$ cat src/rtl/mv_result_drain.sv
// Result drain for the systolic matrix-vector chain: captures each node's result
// on its skewed cycle, pulses that node's clear, then streams results in index order.
module mv_result_drain #(
    parameter int NUM_NODES = 8,
    parameter int RES_W     = 25,
    parameter int IDX_W     = 3
) (
    input  logic                       clk,
    input  logic                       rstn,
    input  logic                       done_in,
    input  logic [NUM_NODES*RES_W-1:0] res_flat,
    output logic [NUM_NODES-1:0]       node_sclr,
    output logic                       busy,
    output logic                       m_valid,
    input  logic                       m_ready,
    output logic [RES_W-1:0]           m_data,
    output logic [IDX_W-1:0]           m_idx,
    output logic                       m_last,
    output logic                       overflow_err
);

    typedef enum logic [1:0] {IDLE, CAPTURE, DRAIN} state_t;

    localparam logic [IDX_W-1:0] LAST_IDX = IDX_W'(NUM_NODES - 1);

    state_t               state_q, state_d;
    logic [IDX_W-1:0]     cnt_q, cnt_d;
    logic [RES_W-1:0]     cap_q [NUM_NODES];
    logic [RES_W-1:0]     res_a [NUM_NODES];
    logic                 cap_en;
    logic [IDX_W-1:0]     cap_idx;
    logic [NUM_NODES-1:0] sclr_q, sclr_d;
    logic                 busy_q, busy_d;
    logic                 valid_q, valid_d;
    logic                 last_q, last_d;
    logic                 err_q, err_d;
    logic [RES_W-1:0]     data_q, data_d;
    logic [IDX_W-1:0]     idx_q, idx_d, idx_nxt;

    always_comb begin
        for (int k = 0; k < NUM_NODES; k++) begin
            res_a[k] = res_flat[k*RES_W +: RES_W];
        end
    end

    assign idx_nxt = idx_q + IDX_W'(1);

    always_comb begin
        state_d = state_q;
        cnt_d   = cnt_q;
        cap_en  = 1'b0;
        cap_idx = '0;
        sclr_d  = '0;
        busy_d  = busy_q;
        valid_d = valid_q;
        last_d  = last_q;
        data_d  = data_q;
        idx_d   = idx_q;
        // A pulse arriving mid-pass is dropped but remembered as an error.
        err_d   = err_q | (done_in & busy_q);
        unique case (state_q)
            IDLE: begin
                if (done_in) begin
                    cap_en  = 1'b1;
                    cap_idx = '0;
                    sclr_d  = NUM_NODES'(1);
                    busy_d  = 1'b1;
                    if (NUM_NODES == 1) begin
                        state_d = DRAIN;
                        valid_d = 1'b1;
                        idx_d   = '0;
                        data_d  = res_a[0];
                        last_d  = 1'b1;
                    end else begin
                        state_d = CAPTURE;
                        cnt_d   = IDX_W'(1);
                    end
                end
            end
            CAPTURE: begin
                cap_en  = 1'b1;
                cap_idx = cnt_q;
                sclr_d  = NUM_NODES'(1) << cnt_q;
                if (cnt_q == LAST_IDX) begin
                    // Node 0 was captured at E0, so the first beat is ready now.
                    state_d = DRAIN;
                    valid_d = 1'b1;
                    idx_d   = '0;
                    data_d  = cap_q[0];
                    last_d  = 1'b0;
                end else begin
                    cnt_d = cnt_q + IDX_W'(1);
                end
            end
            DRAIN: begin
                if (m_ready) begin
                    if (last_q) begin
                        state_d = IDLE;
                        busy_d  = 1'b0;
                        valid_d = 1'b0;
                        last_d  = 1'b0;
                        idx_d   = '0;
                        data_d  = '0;
                    end else begin
                        idx_d  = idx_nxt;
                        data_d = cap_q[idx_nxt];
                        last_d = (idx_nxt == LAST_IDX);
                    end
                end
            end
            default: state_d = IDLE;
        endcase
    end

    always_ff @(posedge clk or negedge rstn) begin
        if (!rstn) begin
            state_q <= IDLE;
            cnt_q   <= '0;
            sclr_q  <= '0;
            busy_q  <= 1'b0;
            valid_q <= 1'b0;
            last_q  <= 1'b0;
            err_q   <= 1'b0;
            data_q  <= '0;
            idx_q   <= '0;
            for (int k = 0; k < NUM_NODES; k++) begin
                cap_q[k] <= '0;
            end
        end else begin
            state_q <= state_d;
            cnt_q   <= cnt_d;
            sclr_q  <= sclr_d;
            busy_q  <= busy_d;
            valid_q <= valid_d;
            last_q  <= last_d;
            err_q   <= err_d;
            data_q  <= data_d;
            idx_q   <= idx_d;
            if (cap_en) begin
                cap_q[cap_idx] <= res_a[cap_idx];
            end
        end
    end

    assign node_sclr    = sclr_q;
    assign busy         = busy_q;
    assign m_valid      = valid_q;
    assign m_data       = data_q;
    assign m_idx        = idx_q;
    assign m_last       = last_q;
    assign overflow_err = err_q;

endmodule

$ cat config.mk
export PLATFORM = sky130hd
export DESIGN_NAME = mv_result_drain
export DESIGN_NICKNAME = d
export VERILOG_FILES = /design/src/rtl/mv_result_drain.sv
export SDC_FILE = /design/constraint.sdc
export NUM_CORES = 1
export LEC_CHECK = 0
export BUFFER_PORTS_ARGS = -buffer_cell sky130_fd_sc_hd__buf_2
export CAP_MARGIN = 20
export CORE_ASPECT_RATIO = 1.5
export CORE_MARGIN = 4
export CORE_UTILIZATION = 59
export CTS_CLUSTER_DIAMETER = 50
export DETAILED_ROUTE_END_ITERATION = 8
export PLACE_DENSITY = 0.92
export SYNTH_ARGS = -nofsm -noshare
export SYNTH_HDL_FRONTEND = slang
export SYNTH_SLANG_ARGS = --single-unit
$ cat constraint.sdc
create_clock -name clk -period 3.7 [get_ports clk]
set_input_delay 0.74 -clock clk [delete_from_list [all_inputs] [get_ports clk]]
set_output_delay 0.74 -clock clk [all_outputs]
set_load 0.005 [all_outputs]
==> reports/results.ini, run 1 <==
[worst_setup_path]
path_max_fanout=26
crit_required_ps=4090
crit_buf_inv=2
critPathCaptureType=flip-flop
worst-endpoint-arrival_ps=3290
cp_top_family=buffers and inverters
cp-start-kind=flip-flop
reg2reg_setup_slack_ps=800
crit_path_max_incr_delay_ps=580
critPathSlowestCell=dfrtp_1
crit_chain=ha_1 -> ha_1 -> nand3b_1 -> buf_4 -> nand2_1 -> buf_4 -> o21ai_0
path_class=reg2reg

[power_and_ir_drop]
power_mw=12.65
pwr_density_cell_mw_per_mm2=915.3
max-vdd-ir-drop_uv=478.8
leakage_nw=6.367

[drt]
firstDrtPassIters=6
remaining_drc_errors=0
drt_wl_total_mm=35.01
vias_per_cell=6.428
wl_per_cell_um=23.39
route.antenna.remaining_nets=0
drtIter0Drc=1051
vias=9622

[clock_tree]
cts_setup_buffers=0
htree_levels=1
cts_hold_buf=0
root_buffer=clkbuf_16
tritoncts=built
cts.reportedPaths.clkPinSlew_ps=70
clock-sinks=245
ctsResizeCount=0
clkLatencyLatePin_ps=510
numCtsBuffers=24
clk_path_buf_depth=3

[global_routing]
grtUsageMet1_pct=37.12
overflow=0
grt_use_total_pct=31.54
grt_busiest_layer=met2
grt_pass1_wl_mm=54.19
antenna_found_initial=0
grtUsageMet3_pct=5.245
grt_max_degree=101
grt_pass1_vias=10390
use_met2_pct=53.49

[synth]
yosysMostFrequentCell=dfrtp_1
yosys_register_bits=245
yosysWarnings=0
ys.flop_type=dfrtp_1
syn_nets=1222
synth_common_cells=dfrtp_1, nand2_1, mux2_2
post-synth-top-area-cell=dfrtp_1
syn_area_sq_mm=0.01172
ys_async_sr_fraction_pct=100.0
syn_inst=1009
yosysTopAreaCellShare_pct=52.32
synth-seq-area-share_pct=52.32
synth_edf_count=0
ys_top_cells_by_area=dfrtp_1, mux2_2, mux4_2
syn_area_per_cell_sq_um=11.61
yosysUniqueCellTypes=47

[timing]
skew_ps=11.08
rsz0062_at_grt=false
period_share_pct=78.35
tns_ps=0
fmax_mhz=344.9
worst_pin_slew_ps=940.8
max-slew-margin-rel_pct=37.15
final_max_slew_viol_count=0
holdWs_ps=193.1
setup_violations=0
finalHoldViolCount=0
setup_slack_ps=800.9
finalCriticalPeriod_ps=2899

[floorplanning]
initial_utilization_pct=60.66
placementRows=62
ios=244
die_h_um=180.6
die_w_um=123.1
core_sq_mm=0.01932
fp.dieArea_sq_mm=0.02223

[layout]
fin_util_pct=71.57
antennaDiodeCount=0
drive_gt1_share_pct=39.08
final_nets=1440
design_area_sq_mm=0.01382
layout-area-overhead-vs-synth_pct=17.98
nFillCells=1298
final_cells=1497

[placement]
preCtsSetupSlack_ps=924.4
dpl_cell_area_sq_mm=0.01310
gp_congestion=0.8376
dp_hpwl_mm=23.26
numPortBuffers=243
dp_cells=1457

[worst_hold_path]
hp-class=in2async

[outcome]
status=finished, final reports clean

[run]
maxCapViolations=0

[area by class of cell]
class	instances	area, sq um	area share [%]
Tap cell	256	320.3	2.317
Clock inverter	8	46.29	0.3349
Inverter	7	26.28	0.1901
Sequential cell	245	6135	44.38
Clock buffer	32	681.9	4.933
Timing Repair Buffer	265	1441	10.43
Multi-Input combinational cell	684	5174	37.42
[cell families (layout without fill, tap and decap cells)]
| family | Yosys count | count (layout) | synth area share (%) |
|---|---|---|---|
| and+or+nand+nor | 305 | 305 | 11.14 |
| DFF | 245 | 245 | 52.32 |
| AOI/OAI and AO/OA | 216 | 216 | 12.20 |
| adders and majority gates | 9 | 9 | 0.9610 |
| buffers and inverters | 80 | 312 | 3.823 |
| muxes | 153 | 153 | 19.48 |
| xor gates and xnor gates | 1 | 1 | 0.07476 |
[worst reg2reg max path, cell delays in order (launching register included)]
cell	delay [ps]
dfrtp_1	580
ha_1	330
ha_1	240
nand3b_1	100
buf_4	370
nand2_1	490
buf_4	390
o21ai_0	290
[where the power goes]
part	internal (mW)	switching (mW)
clock network	1.29	1.01
logic	2.57	2.73
registers	4.04	1.00
total	7.90	4.75
[registers in the layout (all words and copies together), names as in the netlist]
signal and cells:
cap_q 200, overflow_err 1, m_last 1, m_idx 3, busy 1, node_sclr 8, m_data 25, state_q 2
cnt_q 3, m_valid 1
[worst paths after layout]
| kind | cells after the start | startpoint | end |
|---|---|---|---|
| worst max-delay path | 7 | cnt_q[1]$_DFFE_PN0P_ | m_idx[0]$_DFFE_PN0P_ |
| worst min-delay path | 1 | rstn | cap_q[64]$_DFFE_PN0P_ |
| worst max register to register | 7 | cnt_q[1]$_DFFE_PN0P_ | m_idx[0]$_DFFE_PN0P_ |
| worst min register to register | 1 | overflow_err$_DFF_PN0_ | overflow_err$_DFF_PN0_ |
| max in group asynchronous | 2 | rstn | cap_q[1]$_DFFE_PN0P_ |
| min in group clk | 3 | res_flat[152] | cap_q[27]$_DFFE_PN0P_ |
[layer usage]
| layer | share of wire, % | up-vias |
|---|---|---|
| met5 | 0 | - |
| met4 | 6.3 | 0 |
| met3 | 9.3 | 176 |
| met2 | 51 | 673 |
| met1 | 33 | 4739 |
| li1 | - | 4034 |
[placed cells by master, fill, tap and decap left out, drive strengths merged, types with 2 or more instances in the layout]
| cell | n |
|---|---|
| a221oi | 24 |
| nand3 | 7 |
| inv | 8 |
| a21oi | 57 |
| nand2 | 210 |
| clkinv | 6 |
| nor2b | 3 |
| and2 | 3 |
| mux2 | 100 |
| o21ai | 79 |
| clkbuf | 32 |
| buf | 265 |
| nor3 | 4 |
| nand2b | 6 |
| dfrtp | 245 |
| a21o | 2 |
| ha | 9 |
| mux4 | 50 |
| nand3b | 5 |
| or3 | 2 |
| mux2i | 3 |
| nor2 | 59 |
| a22oi | 49 |
Power figures use the tool's default switching activity.
==> run 2: changes to the inputs <==
- CORE_UTILIZATION: 59 -> 50
- PLACE_DENSITY: 0.92 -> 0.84
- clock period: 3.7 -> 2.35 ns (I/O delays scaled with it)
==> run 2 against run 1 <==
Effect of this change:
- clock power up 63%
- routed wire length is 0.70% lower
- hold slack got worse by 51 ps
- register-to-register slack worse by 470 ps
- largest cell class unchanged
- clock-buffer cell count is 4 higher
- largest power group unchanged
- critical endpoint is now m_data[2]$_DFFE_PN0P_
- via count down 3.2%
- final area up 2.9%
- clock skew increased by 9.0 ps
- core utilization down 9.9 points
==> reports/results.ini, run 2 (synthesized netlist as in run 1, its figures left out) <==
[clock_tree]
cts.reportedPaths.clkPinSlew_ps=60  ; about the same
cts_setup_buffers=0  ; unchanged
clkLatencyLatePin_ps=520  ; about the same
numCtsBuffers=24  ; unchanged
clock-sinks=245  ; unchanged
tritoncts=built
cts_hold_buf=1  ; +1
clk_path_buf_depth=3  ; unchanged
ctsResizeCount=0  ; unchanged
root_buffer=clkbuf_16
htree_levels=1  ; unchanged

[placement]
dp_cells=1540  ; +5.7%
numPortBuffers=243  ; unchanged
preCtsSetupSlack_ps=367.1  ; -557.3 ps
dp_hpwl_mm=24.36  ; +4.7%
gp_congestion=0.8820  ; +5.3%

[layout]
regArea_sq_mm=0.006135  ; unchanged
drive_gt1_share_pct=40.05  ; +0.97 points
fin_util_pct=61.68  ; -9.9 points
antennaDiodeCount=0  ; unchanged
regMostFlops=cap_q
final_common_cell=dfrtp_1
nFillCells=1789  ; +38%
final_cell_mix=dfrtp_1, buf_2, nand2_1
final_cells=1581  ; +5.6%
multi_input_area_sq_mm=0.005174  ; unchanged
largest_reg_flops=200  ; unchanged
layout-area-overhead-vs-synth_pct=21.38
final_nets=1465  ; +1.7%

[timing]
worst_pin_slew_ps=469.9  ; -470.8 ps
fmax_mhz=495.7  ; +44%
setup_slack_ps=332.6  ; -468.3 ps
max-slew-margin-rel_pct=68.67  ; +32 points
holdWs_ps=142.4  ; -50.77 ps
skew_ps=20.07  ; +8.986 ps
finalHoldViolCount=0  ; unchanged
setup_violations=0  ; unchanged
period_share_pct=85.85  ; +7.5 points
final_max_slew_viol_count=0  ; unchanged
rsz0062_at_grt=false
finalCriticalPeriod_ps=2017  ; -881.7 ps

[global_routing]
grt_pass1_vias=10170  ; -2.1%
grt_max_degree=65  ; -36%
antenna_found_initial=1  ; +1
grt_use_total_pct=26.83  ; -4.7 points
overflow=0  ; unchanged
grt_pass1_wl_mm=55.14  ; +1.8%

[floorplanning]
core_sq_mm=0.02306  ; +19%
fp.dieArea_sq_mm=0.02600  ; +17%
die_h_um=195.5  ; +8.2%
initial_utilization_pct=50.82  ; -9.8 points
placementRows=68  ; +9.7%
die_w_um=133.0  ; +8.1%
ios=244  ; unchanged

[drt]
drt_wl_total_mm=34.77  ; -0.70%
vias=9316  ; -3.2%
drtIter0Drc=632  ; -40%
wl_met1_mm=12.62  ; +8.4%
met3WireLength_mm=2.354  ; -28%
wl_per_cell_um=21.99  ; -6.0%
route.antenna.remaining_nets=0  ; unchanged
vias_per_cell=5.892  ; -8.3%
firstDrtPassIters=5  ; -1
remaining_drc_errors=0  ; unchanged
top_layer_used=met5
wl_met2_mm=18.08  ; +0.90%

[power_and_ir_drop]
max-vdd-ir-drop_uv=922.0  ; +93%
pwr_density_cell_mw_per_mm2=1425  ; +56%
clkPwrFrac_pct=18.6  ; +0.4 points
p_int_mw=12.85  ; +63%
p_sw_mw=7.415  ; +56%
p_sw_share_pct=36.59  ; -0.96 points
combPwrFrac_pct=43.4  ; +1.5 points
pwr-share-seq_pct=38.0  ; -1.9 points
leakage_nw=6.529  ; +2.5%
power_mw=20.27  ; +60%

[worst_setup_path]
critPathCaptureType=flip-flop
path_class=reg2reg
cp-start-kind=flip-flop
worst-endpoint-arrival_ps=2450  ; -840 ps
crit_required_ps=2780  ; -1310 ps
path_max_fanout=17  ; -35%

[worst_hold_path]
hp-class=in2reg

[run]
maxCapViolations=0  ; unchanged

[outcome]
status=finished, final reports clean

run 2: cell count changes in the layout (fill, tap and decap cells not counted), sizes merged:
| cell | before | now |
|---|---|---|
| buf | 265 | 289 |
| clkbuf | 32 | 36 |
| clkinv | 6 | 3 |
| bufinv | 0 | 1 |
| clkinvlp | 1 | 0 |
| dlygate4sd3 | 0 | 1 |
| inv | 8 | 7 |
run 2: stage by stage:
step	cell area (sq um)	setup TNS, ps
after detailed placement	13450	0
after CTS	14220	0
after global routing	14220	0
final	14220	0
after global placement	13450	0
after floorplan	11720	-135.6
run 2: power groups by stage:
stage | Clock, mW | Combinational [mW] | Sequential [mW]
finish | 3.76 | 8.80 | 7.71
floorplan | 0 | 6.31 | 7.22
CTS | 3.81 | 8.83 | 7.69
global placement | 0 | 8.51 | 7.59
detailed placement | 0 | 8.78 | 7.73
global route | 3.97 | 9.60 | 7.94
run 2: worst paths after layout:
path | slack (ps) | cells past startpoint | to | startpoint
setup / recovery | 330 | 8 | m_data[2]$_DFFE_PN0P_ | cnt_q[0]$_DFFE_PN0P_
hold / removal | 140 | 3 | cap_q[33]$_DFFE_PN0P_ | res_flat[158]
min in group asynchronous | 450 | 2 | cap_q[88]$_DFFE_PN0P_ | rstn
setup reg to reg | 330 | 8 | m_data[2]$_DFFE_PN0P_ | cnt_q[0]$_DFFE_PN0P_
max in group asynchronous | 1020 | 3 | cap_q[0]$_DFFE_PN0P_ | rstn
hold reg to reg | 460 | 1 | overflow_err$_DFF_PN0_ | overflow_err$_DFF_PN0_
run 2: layout make-up:
cell class / count / share of cell area (%)
tap: 315 / 2.771
timing repair buffer: 290 / 12.18
clock inverter: 4 / 0.3959
multi-input combinational: 684 / 36.38
sequential: 245 / 43.13
inverter: 7 / 0.1847
clock buffer: 36 / 4.962
run 2: worst max-delay path, stage by stage (launching register included):
cell	delay, ps
dfrtp_1	550
ha_1	260
ha_1	240
nand3b_1	140
buf_4	210
nand2_1	90
buf_4	240
nor2_1	70
a21oi_1	120
run 2: layer usage:
| metal | global-route usage [%] | vias up |
|---|---|---|
| met5 | 0 | - |
| li1 | - | 4090 |
| met4 | 12.60 | 2 |
| met2 | 47.00 | 471 |
| met3 | 4.021 | 107 |
| met1 | 32.50 | 4646 |
==> run 3: changes to the inputs <==
- ABC_AREA: not set -> 1
- CORE_UTILIZATION: 50 -> 53
- CTS_BUF_LIST: not set -> sky130_fd_sc_hd__clkbuf_8
- PLACE_DENSITY: 0.84 -> 0.86
- SKIP_CTS_REPAIR_TIMING: not set -> 1
==> run 3 against run 2 <==
Effect of this change:
- critical endpoint is now m_data[16]$_DFFE_PN0P_
- power increased by 6.5%
- sequential power decreased by 5.3%
- core utilization increased by 1.4 points
- highest routed layer is now met4
- via count increased by 60%
- first-iteration DRC count increased to 2.8 times the previous value
- die area increased by 12%
- routed wire length increased by 38%
- global-route usage increased by 5.0 points
==> reports/results.ini, run 3 <==
[timing]
rsz0062_at_grt=false
final_max_slew_viol_count=0  ; unchanged
fmax_mhz=447.9  ; -9.6%
finalHoldViolCount=0  ; unchanged
setup_slack_ps=117.4  ; -215.2 ps
tns_ps=0  ; unchanged
finalCriticalPeriod_ps=2233  ; +215.2 ps
max-slew-margin-rel_pct=47.00  ; -22 points
setup_violations=0  ; unchanged
skew_ps=17.83  ; -2.235 ps
holdWs_ps=154.2  ; +11.81 ps
worst_pin_slew_ps=794.1  ; +324.2 ps
period_share_pct=95.01  ; +9.2 points

[global_routing]
grt_pass1_vias=13830  ; +36%
grtUsageMet1_pct=41.15  ; +8.6 points
grt_max_degree=104  ; +60%
grt_pass1_wl_mm=73.84  ; +34%
use_met2_pct=50.74  ; +3.7 points
grt_use_total_pct=31.86  ; +5.0 points
antenna_found_initial=7  ; +6
grt_busiest_layer=met2
overflow=0  ; unchanged
grtUsageMet3_pct=5.531  ; +1.5 points

[synth]
synth-seq-area-share_pct=43.98  ; -8.3 points
post-synth-top-area-cell=dfrtp_1
syn_inst=2075  ; +110%
yosys_register_bits=245  ; unchanged
synth_edf_count=0  ; unchanged
yosysWarnings=0  ; unchanged
synth_common_cells=nand2_1, dfrtp_1, o21ai_0
ys_top_cells_by_area=dfrtp_1, nand2_1, o21ai_0
ys_async_sr_fraction_pct=100.0  ; unchanged
syn_area_per_cell_sq_um=6.718  ; -42%
ys.flop_type=dfrtp_1
yosysTopAreaCellShare_pct=43.98  ; -8.3 points
syn_nets=2288  ; +87%
syn_area_sq_mm=0.01394  ; +19%
yosysMostFrequentCell=nand2_1
yosysUniqueCellTypes=28  ; -40%

[floorplanning]
initial_utilization_pct=53.92  ; +3.1 points
placementRows=72  ; +5.9%
ios=244  ; unchanged
die_h_um=206.6  ; +5.7%
core_sq_mm=0.02585  ; +12%
die_w_um=140.4  ; +5.6%
fp.dieArea_sq_mm=0.02902  ; +12%

[worst_setup_path]
path_max_fanout=44  ; +27
critPathSlowestCell=ha_2
crit_required_ps=2830  ; +50 ps
worst-endpoint-arrival_ps=2720  ; +270 ps
r2r_start=m_idx[0]$_DFFE_PN0P_
r2r_cells=9  ; +1
critPathCaptureType=flip-flop
r2r_end=m_data[16]$_DFFE_PN0P_
cp.depth=9  ; +1
cp_top_family=compound AO/OA/AOI/OAI gates
path_class=reg2reg
cp-start-kind=flip-flop
crit_buf_inv=3  ; +1
crit_path_frequent_cell=o21ai_0
crit_chain=inv_2 -> ha_2 -> buf_12 -> o21ai_0 -> o21ai_0 -> nand2_1 -> nand3_1 -> o21ai_1 -> inv_1
crit_path_max_incr_delay_ps=480  ; -70 ps
reg2reg_setup_slack_ps=120  ; -220 ps

[worst_hold_path]
hold_depth=3  ; unchanged
min_to=cap_q[173]$_DFFE_PN0P_
hp-class=in2reg
min_from=res_flat[48]

[clock_tree]
clock-sinks=245  ; unchanged
clkLatencyLatePin_ps=540  ; +20 ps
numCtsBuffers=38  ; +58%
tritoncts=built
htree_levels=2  ; +1
clk_path_buf_depth=3  ; unchanged
root_buffer=clkbuf_8
cts.reportedPaths.clkPinSlew_ps=70  ; about the same

[power_and_ir_drop]
pwr-share-seq_pct=33.9  ; -4.1 points
p_sw_mw=10.13  ; +37%
combPwrFrac_pct=49.8  ; +6.4 points
p_int_mw=11.44  ; -11%
p_sw_share_pct=46.97  ; +10 points
pwr_density_cell_mw_per_mm2=1322  ; -7.2%
max-vdd-ir-drop_uv=647.0  ; -30%
leakage_nw=8.979  ; +38%
clkPwrFrac_pct=16.3  ; -2.3 points

[placement]
dp_hpwl_mm=33.16  ; +36%
gp_congestion=0.9935  ; +13%
preCtsSetupSlack_ps=115.3  ; -251.8 ps
numPortBuffers=243  ; unchanged
dp_cells=2565  ; +67%
dpl_cell_area_sq_mm=0.01549  ; +15%

[layout]
largest_reg_flops=200  ; unchanged
final_cell_mix=nand2_1, dfrtp_1, buf_2
design_area_sq_mm=0.01632  ; +15%
drive_gt1_share_pct=16.71  ; -23 points
final_common_cell=nand2_1
final_cells=2644  ; +67%
regMostFlops=cap_q
final_nets=2491  ; +70%
layout-area-overhead-vs-synth_pct=17.06
nFillCells=2274  ; +27%

[drt]
route.antenna.remaining_nets=0  ; unchanged
drt_wl_total_mm=48.10  ; +38%
vias_per_cell=5.623  ; -4.6%
remaining_drc_errors=0  ; unchanged
drtIter0Drc=1763  ; +180%
firstDrtPassIters=6  ; +1
wl_per_cell_um=18.19  ; -17%
vias=14870  ; +60%

[run]
maxCapViolations=0  ; unchanged

[outcome]
status=finished, final reports clean

[run 3: cell count changes after synthesis, moves of 61 or more]
cell,change
nor2_1,+61
o21ai_0,+85
nand2_1,+828
inv_1,+141
nand4_1,+80
mux2_2,-96
[run 3: power groups by stage]
stage	clock network [mW]	registers (mW)	logic (mW)
2_1_floorplan	0	6.99	7.03
3_3_place_gp	0	7.26	10.1
3_5_place_dp	0	7.32	10.3
4_1_cts	3.55	7.27	10.4
5_1_grt	3.73	7.49	11.9
6_report	3.52	7.30	10.7
[run 3: worst max path at each step]
| stage | startpoint | end | slack, ps |
|---|---|---|---|
| 2_1_floorplan | m_idx[0]$_DFFE_PN0P_ | m_data[17]$_DFFE_PN0P_ | 80 |
| 3_3_place_gp | state_q[0]$_DFFE_PN0P_ | m_data[23]$_DFFE_PN0P_ | 140 |
| 3_5_place_dp | m_idx[0]$_DFFE_PN0P_ | m_data[14]$_DFFE_PN0P_ | 120 |
| 4_1_cts | state_q[0]$_DFFE_PN0P_ | m_data[23]$_DFFE_PN0P_ | 90 |
| 5_1_grt | state_q[0]$_DFFE_PN0P_ | m_data[23]$_DFFE_PN0P_ | 10 |
| 6_report | m_idx[0]$_DFFE_PN0P_ | m_data[16]$_DFFE_PN0P_ | 120 |
[run 3: kinds of logic (layout without fill, tap and decap cells)]
family | Yosys count | after routing | share of synthesized area, %
adder cells (fa/ha/maj) | 9 | 9 | 0.8078
buffers and inverters | 287 | 516 | 8.544
AND/OR/NAND/NOR | 1310 | 1310 | 37.90
XOR/XNOR | 1 | 1 | 0.06284
AO/OA/AOI/OAI | 219 | 219 | 8.383
other | 0 | 7 | 0
multiplexers | 4 | 4 | 0.3231
flip-flops | 245 | 245 | 43.98
[run 3: per-layer routing]
layer  vias to the layer above  part of all wire (%)
met2                       928                    47
li1                       6883                     -
met3                       182                    10
met5                         -                     0
met4                         0                   6.4
met1                      6873                    37
[run 3: worst reg2reg max path: stages (launching register included)]
cell and delay [ps]:
dfrtp_2 410, inv_2 70, ha_2 480, buf_12 270, o21ai_0 140, o21ai_0 460, nand2_1 120, nand3_1 100
o21ai_1 70, inv_1 50
[run 3: per-stage QoR]
stage          power (mW)  util (%)
6_report            21.57     63.12
5_1_grt             23.13     63.12
4_1_cts             21.20     62.71
3_5_place_dp        17.65     59.93
3_3_place_gp        17.32     59.93
2_1_floorplan       14.02         -
[run 3: cell type report]
cell class | count | area [sq um] | area share, %
inverter | 157 | 595.6 | 3.649
sequential | 245 | 6135 | 37.59
clock buffer | 43 | 591.8 | 3.626
antenna | 7 | 17.52 | 0.1073
timing repair buffer | 293 | 1795 | 11.00
clock inverter | 23 | 128.9 | 0.7897
tap | 333 | 416.7 | 2.553
multi-input combinational | 1543 | 6639 | 40.68
